### src/rtl/piso_serializer.sv
// Parallel-in serial-out framer: WIDTH-bit word in over valid/ready, one bit per clock out on ser_out/ser_valid.
// Latency: a word accepted at edge k drives its first bit after edge k; back-to-back frames have no gap.
// Backpressure: in_ready is high only in IDLE, on the final frame cycle, or in PARITY. Optional parity bit: define PISO_PARITY_EN.
module piso_serializer #(
    parameter int WIDTH     = 4,
    parameter bit MSB_FIRST = 1'b1
) (
    input  logic             clk,
    input  logic             rst,
    input  logic [WIDTH-1:0] in_data,
    input  logic             in_valid,
    output logic             in_ready,
    output logic             ser_out,
    output logic             ser_valid,
    output logic             busy,
    output logic             frame_done
);

    localparam int            CW   = (WIDTH > 1) ? $clog2(WIDTH) : 1;
    localparam logic [CW-1:0] LAST = CW'(WIDTH - 1);

`ifdef PISO_PARITY_EN
    typedef enum logic [1:0] {IDLE, SHIFT, PARITY} state_t;
`else
    typedef enum logic {IDLE, SHIFT} state_t;
`endif

    state_t           state_q, state_d;
    logic [CW-1:0]    count_q, count_d;
    logic [WIDTH-1:0] shreg_q, shreg_d;
    logic             ser_out_q, ser_out_d;
    logic             ser_valid_q, ser_valid_d;
    logic             frame_done_q, frame_done_d;
`ifdef PISO_PARITY_EN
    logic             par_q, par_d;
`endif

    logic             accept;
    logic             first_bit;
    logic             next_bit;
    logic [WIDTH-1:0] load_val;
    logic [WIDTH-1:0] shift_val;

    // The shift register holds the bits still to be sent; the bit on ser_out
    // is already removed from it, so the next bit always sits at the exit end.
    assign first_bit = MSB_FIRST ? in_data[WIDTH-1] : in_data[0];
    assign next_bit  = MSB_FIRST ? shreg_q[WIDTH-1] : shreg_q[0];
    assign load_val  = MSB_FIRST ? (in_data << 1) : (in_data >> 1);
    assign shift_val = MSB_FIRST ? (shreg_q << 1) : (shreg_q >> 1);

    // Ready only in cycles whose successor can start a new frame without a gap.
    always_comb begin
        in_ready = 1'b0;
        case (state_q)
            IDLE:   in_ready = 1'b1;
`ifdef PISO_PARITY_EN
            SHIFT:  in_ready = 1'b0;
            PARITY: in_ready = 1'b1;
`else
            SHIFT:  in_ready = (count_q == LAST);
`endif
            default: in_ready = 1'b0;
        endcase
    end

    assign accept = in_valid && in_ready;

    // Next-state and registered-output logic; an accepted word always reloads,
    // which covers IDLE, the final data bit and the parity cycle alike.
    always_comb begin
        state_d      = state_q;
        count_d      = count_q;
        shreg_d      = shreg_q;
        ser_out_d    = 1'b0;
        ser_valid_d  = 1'b0;
        frame_done_d = 1'b0;
`ifdef PISO_PARITY_EN
        par_d        = par_q;
`endif
        case (state_q)
            IDLE: begin
                count_d = '0;
            end
            SHIFT: begin
                if (count_q != LAST) begin
                    count_d      = count_q + CW'(1);
                    shreg_d      = shift_val;
                    ser_out_d    = next_bit;
                    ser_valid_d  = 1'b1;
`ifndef PISO_PARITY_EN
                    frame_done_d = ((count_q + CW'(1)) == LAST);
`endif
                end else begin
`ifdef PISO_PARITY_EN
                    state_d      = PARITY;
                    ser_out_d    = par_q;
                    ser_valid_d  = 1'b1;
                    frame_done_d = 1'b1;
`else
                    state_d      = IDLE;
                    count_d      = '0;
`endif
                end
            end
`ifdef PISO_PARITY_EN
            PARITY: begin
                state_d = IDLE;
                count_d = '0;
            end
`endif
            default: begin
                state_d = IDLE;
                count_d = '0;
            end
        endcase

        if (accept) begin
            state_d      = SHIFT;
            count_d      = '0;
            shreg_d      = load_val;
            ser_out_d    = first_bit;
            ser_valid_d  = 1'b1;
            frame_done_d = 1'b0;
`ifdef PISO_PARITY_EN
            par_d        = ^in_data;
`endif
        end
    end

    // State and output registers; reset aborts any frame in flight.
    always_ff @(posedge clk or negedge rst) begin
        if (!rst) begin
            state_q      <= IDLE;
            count_q      <= '0;
            shreg_q      <= '0;
            ser_out_q    <= 1'b0;
            ser_valid_q  <= 1'b0;
            frame_done_q <= 1'b0;
`ifdef PISO_PARITY_EN
            par_q        <= 1'b0;
`endif
        end else begin
            state_q      <= state_d;
            count_q      <= count_d;
            shreg_q      <= shreg_d;
            ser_out_q    <= ser_out_d;
            ser_valid_q  <= ser_valid_d;
            frame_done_q <= frame_done_d;
`ifdef PISO_PARITY_EN
            par_q        <= par_d;
`endif
        end
    end

    assign ser_out    = ser_out_q;
    assign ser_valid  = ser_valid_q;
    assign frame_done = frame_done_q;
    assign busy       = (state_q != IDLE);

endmodule

### config.mk
export PLATFORM = sky130hd
export DESIGN_NAME = piso_serializer
export DESIGN_NICKNAME = d
export VERILOG_FILES = /design/src/rtl/piso_serializer.sv
export SDC_FILE = /design/constraint.sdc
export NUM_CORES = 1
export LEC_CHECK = 0
export ABC_AREA = 0
export CAP_MARGIN = 20
export CORE_AREA = 4 4 41 43
export DETAILED_ROUTE_END_ITERATION = 7
export DIE_AREA = 0 0 45 47
export SYNTH_ARGS = -nofsm -noshare
export SYNTH_HDL_FRONTEND = slang
export SYNTH_SLANG_ARGS = --single-unit
### constraint.sdc
create_clock -name clk -period 3.6 [get_ports clk]
set_clock_uncertainty 0.15 [all_clocks]
set_input_delay 0.54 -clock clk [delete_from_list [all_inputs] [get_ports clk]]
set_output_delay 0.54 -clock clk [all_outputs]
set_load 0.01 [all_outputs]
---- Word-level counts from Yosys, hierarchy flattened ----
Cells that the tools add are included.
storage, ports and cells
  flip-flop bits (word level) ............. 9
  bits of input ports ..................... 7
  output and inout port bits .............. 5
  logic and storage cells ................. 30
cells by class
  add/sub/neg operators ................... 1
  equal/unequal tests ..................... 3
  mux-type cells .......................... 16
  bitwise logic cells ..................... 1
  reduce and logical (&&, ||, !) cells .... 4
operator list
  operator               count
  $mux W4                3
  $mux W1                9
  $eq A2 B2 Y1 const B   2
  $mux W2                2
  $pmux W2 S2            1
  $reduce_bool A2 Y1     2
  $add A2 B1 Y2 const B  1
  $ne A2 B2 Y1 const B   1
  $pmux W1 S2            1
  $reduce_and A2 Y1      1
  $logic_and A1 B1 Y1    1
  $not A1 Y1             1

---- Longest topological paths before layout ----
Gate-level depths: netlist of the first run.
  word-level depth ........................ 5
  depth in mapped cells ................... 4
  depth with buffers taken out ............ 3

---- Least setup slack after synthesis of the first run ----
OpenSTA, ideal clock, no wires.
  path kind ............................... flip-flop to output port
  start point ............................. register count_q[0]
  end point ............................... output port in_ready
  data arrival time ....................... 0.863 ns
  required time ........................... 2.910 ns
  slack ................................... 2.047 ns
  cell stages (with the launch flop) ...... 4
  buffers on the path ..................... 1
  cell sequence ........................... dfrtp_1 > ha_1 > nand2b_1 > buf_2
on the way
  cells in the longest elaborated chain, start to end .. 2
RTL lines
  what                    line  text
  start, declared         29    logic [CW-1:0] count_q, count_d;
  start signal, assigned  144   count_q <= count_d;
  $eq A2 B2 Y1            60    SHIFT: in_ready = (count_q == LAST);
  $pmux W1 S2             54    case (state_q)
  end, declared           12    output logic in_ready,
No other way between the ends.

---- Worst setup path after layout of the first run ----
Ends and elaborated chain as after synthesis.

==> out/metrics.yaml, run 1 <==
die:
  fp.dieW_um: 45
  rows: 13
  fp.dieH_um: 47
  design.core.area_mm2: 0.00130
  start_util: 0.279
  io_pins: 12
  dieArea_mm2: 0.00212
detailed_routing:
  ant_nets: 0
  vias_per_cell: 4.33
  drcViolationCount: 0
  first_iter_violations: 0
  wl_per_cell_um: 11.4
  wl_um: 629
  dr.pass1.iters: 1
  vias: 238
worst_setup_path:
  arrival_ps: 1700
  start_kind: "flip-flop"
  rrSetupSlack_ps: 2090
  worstPathMaxFanout: 7
  timing.rr.end: "shreg_q[2]$_DFFE_PN0P_"
  required_ps: 2910
  reg2reg_depth: 3
  r2r-start: "count_q[0]$_DFF_PN0_"
  critPathKind: "flip-flop to primary output"
  end_kind: "primary output"
synth:
  yosysMostFrequentCell: "dfrtp_1"
  ys_types: 16
  yosysSeqAreaShare: 0.552
  yosys.area.top_type_share: 0.552
  syn-instance-count: 28
  synth_fp_nets: 37
  synth_edf_count: 0
  yosys-top-cells-area: "dfrtp_1 55%, ha_1 6.9%, mux2_1 6.2%"
  ys_warn_count: 0
  synthFlopType: "dfrtp_1"
  yosys.area.top_type: "dfrtp_1"
  syn_area_um2: 363
  avgSynthCellArea_um2: 13.0
  ys_ff_latch: 8
  async_reset_ff_frac: 1.00
timing:
  slew_viol_final: 0
  fmax_ghz: 0.419
  tightest_slew_ps: 357
  finalSetupViolCount: 0
  post-route-period-util: 0.663
  final.setup.tns_ps: 0
  relSlewSlack: 0.762
  finalHoldViolations: 0
  rsz0062_at_grt: "false"
  fin_crit_ps: 2390
global_routing:
  grt_pass1_vias: 244
  overflow: 0
  antenna_found_initial: 0
  grt_max_degree: 9
  grt_pass1_wl_um: 1070
  gr-usage-all-layers: 0.0757
placement:
  portBuffers: 11
  place.gp.congestion: 0.691
min_path:
  hold_class: "flip-flop to flip-flop"
  hp-start: "count_q[0]$_DFF_PN0_"
  hold-path-endpoint: "count_q[0]$_DFF_PN0_"
  hold_depth: 1
cells_and_area:
  fin_util: 0.386
  seq_area_um2: 200
  area_growth_pct: 38.3
  antennaDiodeCount: 0
  multi_input_area_um2: 143
  fillers: 135
  drive_gt1_frac: 0.175
  final_nets: 51
clock_network:
  post_cts_resized: 0
  cts_hold_buf: 0
  path_clk_slew_ps: 50
  cts_setup_buffers: 0
  numCtsBuffers: 3
  cts_sinks: 8
  clock_latency_ps: 250
  htree_levels: 1
  root_buffer: "clkbuf_4"
  clockBufferDepth: 2
  cts_tree: "done"
power_and_ir_drop:
  power.density_mw_per_mm2: 735
  vdd_drop_max_mv: 0.282
  finalPower_w: 0.000369
  p_leak_nw: 0.237
flow_run:
  cap_violations: 0
outcome:
  outcome: "completed"
[state kept, by name, indices dropped and copies added, names as in the netlist]
name        cells
count_q         2
frame_done      1
ser_out         1
ser_valid       1
shreg_q         3
[critical path: stages (launching register included)]
cell	delay, ps
dfrtp_1	360
ha_1	170
nand2b_1	300
clkdlybuf4s50_1	610
[cell usage in the layout, fill, tap and decap left out]
master,instances
mux2_2,2
dfrtp_1,8
mux2_1,2
nand2_1,2
nand2b_1,1
mux2_4,1
nor2_1,1
inv_1,2
clkbuf_4,3
and3b_1,1
clkdlybuf4s50_1,11
mux2i_1,1
and3_1,1
and2_1,1
ha_1,2
nand2b_2,1
[where the power goes]
group | switching, W | leakage, nW | internal (W)
Sequential | 0.0000199 | 0.100 | 0.000128
Clock | 0.0000275 | 0.0138 | 0.0000379
Combinational | 0.0000619 | 0.123 | 0.0000937
[per-stage QoR]
stage | std cells | hold WS, ps | worst slack, ps | area [µm²]
after global routing | 55 | 339 | 1090 | 502
after detailed placement | 52 | 304 | 1490 | 479
after global placement | 52 | 291 | 1520 | 479
after CTS | 55 | 311 | 1210 | 502
after floorplan | 28 | 94.4 | 2050 | 363
final | 55 | 305 | 1210 | 502
[logic make-up after synthesis]
| logic type | synth area share |
|---|---|
| flip-flops | 0.552 |
| multiplexers | 0.193 |
| buffers and inverters | 0.0552 |
| AND/OR/NAND/NOR | 0.131 |
| adder cells (fa/ha/maj) | 0.0690 |
[worst max path at each step]
stage	from	endpoint	slack (ps)	depth (start not counted)
global route	count_q[0]$_DFF_PN0_	in_ready	1090	3
global placement	count_q[0]$_DFF_PN0_	in_ready	1520	3
detailed placement	count_q[0]$_DFF_PN0_	in_ready	1490	3
finish	count_q[0]$_DFF_PN0_	in_ready	1210	3
CTS	count_q[0]$_DFF_PN0_	in_ready	1210	3
floorplan	count_q[0]$_DFF_PN0_	in_ready	2050	3
[metal layers]
layer,GRT usage,routed length [µm],part of all wire,vias to the layer above
li1,-,-,-,115
met1,0.0746,223,0.35,106
met5,0,0,0,-
met3,0.0421,85,0.14,4
met4,0.0702,26,0.041,0
met2,0.113,293,0.47,13
[layout make-up]
type                            instances  area share
Sequential cell                         8       0.399
Multi-Input combinational cell         16       0.284
Timing Repair Buffer                   11       0.219
Clock buffer                            3      0.0449
Tap cell                               15      0.0374
Inverter                                2      0.0150
(Power assumes the default switching activity.)
==> inputs of run 2 (changes only) <==
Clock period 3.6 ns to 2.2 ns, I/O delays scaled along.
==> run 2 against run 1 <==
Combinational power up 74%; worst hold slack worse by 88 ps; cell count grew 1.8%; sequential power rose by 66%; register-to-register slack lost 1400 ps; setup slack worse by 1000 ps; clock power increased by 66%; sequential share of layout area shrank 0.59 points; non-clock buffer count up 1; clock-buffer cell count unchanged.
==> out/metrics.yaml, run 2 (same netlist as run 1, synthesis figures left out) <==
placement:
  place.gp.congestion: 0.696
  dp_hpwl_um: 535
  portBuffers: 11
  dpl-instance-area_um2: 487
worst_setup_path:
  cpMaxStageDelayCell: "clkdlybuf4s50_1"
  timing.rr.end: "shreg_q[2]$_DFFE_PN0P_"
  r2r-start: "count_q[0]$_DFF_PN0_"
  reg2reg_depth: 4
  crit_path_cell_trace: "ha_1 -> nand2b_1 -> clkdlybuf4s50_1"
  arrival_ps: 1510
  start_kind: "flip-flop"
  required_ps: 1720
  max_stage_delay_ps: 490
  critPathKind: "flip-flop to primary output"
  worstPathMaxFanout: 3
  rrSetupSlack_ps: 700
  end_kind: "primary output"
power_and_ir_drop:
  p_leak_nw: 0.242
  vdd_drop_max_mv: 0.521
  power.density_mw_per_mm2: 1230
  finalPower_w: 0.000627
clock_network:
  root_buffer: "clkbuf_4"
  clock_latency_ps: 250
  cts_tree: "done"
  numCtsBuffers: 3
  htree_levels: 1
  clockBufferDepth: 2
  path_clk_slew_ps: 60
  cts_setup_buffers: 0
  cts_hold_buf: 0
  post_cts_resized: 0
  cts_sinks: 8
cells_and_area:
  fin_util: 0.391
  final_common_cell: "clkdlybuf4s50_1"
  drive_gt1_frac: 0.195
  mostFrequentLayoutCells: "11 x clkdlybuf4s50_1, 8 x dfrtp_1, 3 x clkbuf_4"
  top_regs: "shreg_q x3, count_q x2"
  largest_reg_flops: 3
  antennaDiodeCount: 0
  regMostFlops: "shreg_q"
  area_growth_pct: 40.3
  final_nets: 52
  design_area_um2: 509
detailed_routing:
  first_iter_violations: 2
  vias: 246
  drcViolationCount: 0
  wl_per_cell_um: 12.1
  wl_um: 678
  vias_per_cell: 4.39
  ant_nets: 0
  dr.pass1.iters: 4
global_routing:
  grt_max_degree: 9
  gr-usage-all-layers: 0.0774
  grt_pass1_wl_um: 1140
  grt_pass1_vias: 261
  overflow: 0
  antenna_found_initial: 0
outcome:
  outcome: "completed"
timing:
  finalHoldViolations: 0
  tightest_slew_ps: 387
  finalSetupViolCount: 0
  slew_viol_final: 0
  relSlewSlack: 0.741
  rsz0062_at_grt: "false"
  final.setup.tns_ps: 0
  fmax_ghz: 0.502
  post-route-period-util: 0.905
  fin_crit_ps: 1990
flow_run:
  cap_violations: 0
die:
  start_util: 0.279
  rows: 13
  io_pins: 12
  fp.dieW_um: 45
  design.core.area_mm2: 0.00130
  dieArea_mm2: 0.00212
  fp.dieH_um: 47
min_path:
  hold_class: "input port to async pin"
==> run 2: worst max path at each step <==
stage / slack (ps) / end / cells after the start / from
floorplan: 760 / shreg_q[2]$_DFFE_PN0P_ / 4 / count_q[0]$_DFF_PN0_
global placement: 430 / shreg_q[2]$_DFFE_PN0P_ / 3 / in_valid
detailed placement: 410 / shreg_q[2]$_DFFE_PN0P_ / 3 / in_valid
CTS: 190 / in_ready / 3 / count_q[0]$_DFF_PN0_
global route: 130 / in_ready / 3 / count_q[0]$_DFF_PN0_
finish: 210 / in_ready / 3 / count_q[0]$_DFF_PN0_
==> run 2: cell type report <==
cell class / instances / area [µm²]
Timing Repair Buffer: 12 / 118
Sequential cell: 8 / 200
Inverter: 2 / 7.51
Multi-Input combinational cell: 16 / 143
Tap cell: 15 / 18.8
Clock buffer: 3 / 22.5
Fill cell: 135 / 792
==> run 2: per-layer routing <==
metal | wire [µm] | GRT usage | vias up
met5 | 0 | 0 | -
met1 | 281 | 0.0867 | 114
met3 | 86 | 0.0230 | 0
met4 | 0 | 0.0351 | 0
met2 | 310 | 0.136 | 15
li1 | - | - | 117
==> run 2: power breakdown <==
group          switching [W]  leakage (nW)  internal [W]
logic               0.000105         0.128      0.000168
clock network      0.0000467        0.0138     0.0000622
registers          0.0000369         0.100      0.000209
==> run 2: per-stage QoR <==
stage	std cells	setup slack, ps	hold WS, ps
after floorplan	28	763	-116
after global placement	53	432	299
after detailed placement	53	410	315
after CTS	56	193	222
after global routing	56	134	249
final	56	210	217
==> run 2: critical path: cells and delay by family (launching register included) <==
| kind | cells | cell delay [ps] |
|---|---|---|
| flops | 1 | 390 |
| simple gates | 1 | 170 |
| fa+ha+maj | 1 | 220 |
| buf+inv | 1 | 490 |
==> inputs of run 3 (changes only) <==
Settings changed: CAP_MARGIN 20 to default.
==> results of run 3 <==
No change in the layout: final DEF, timing and power equal those of run 2.
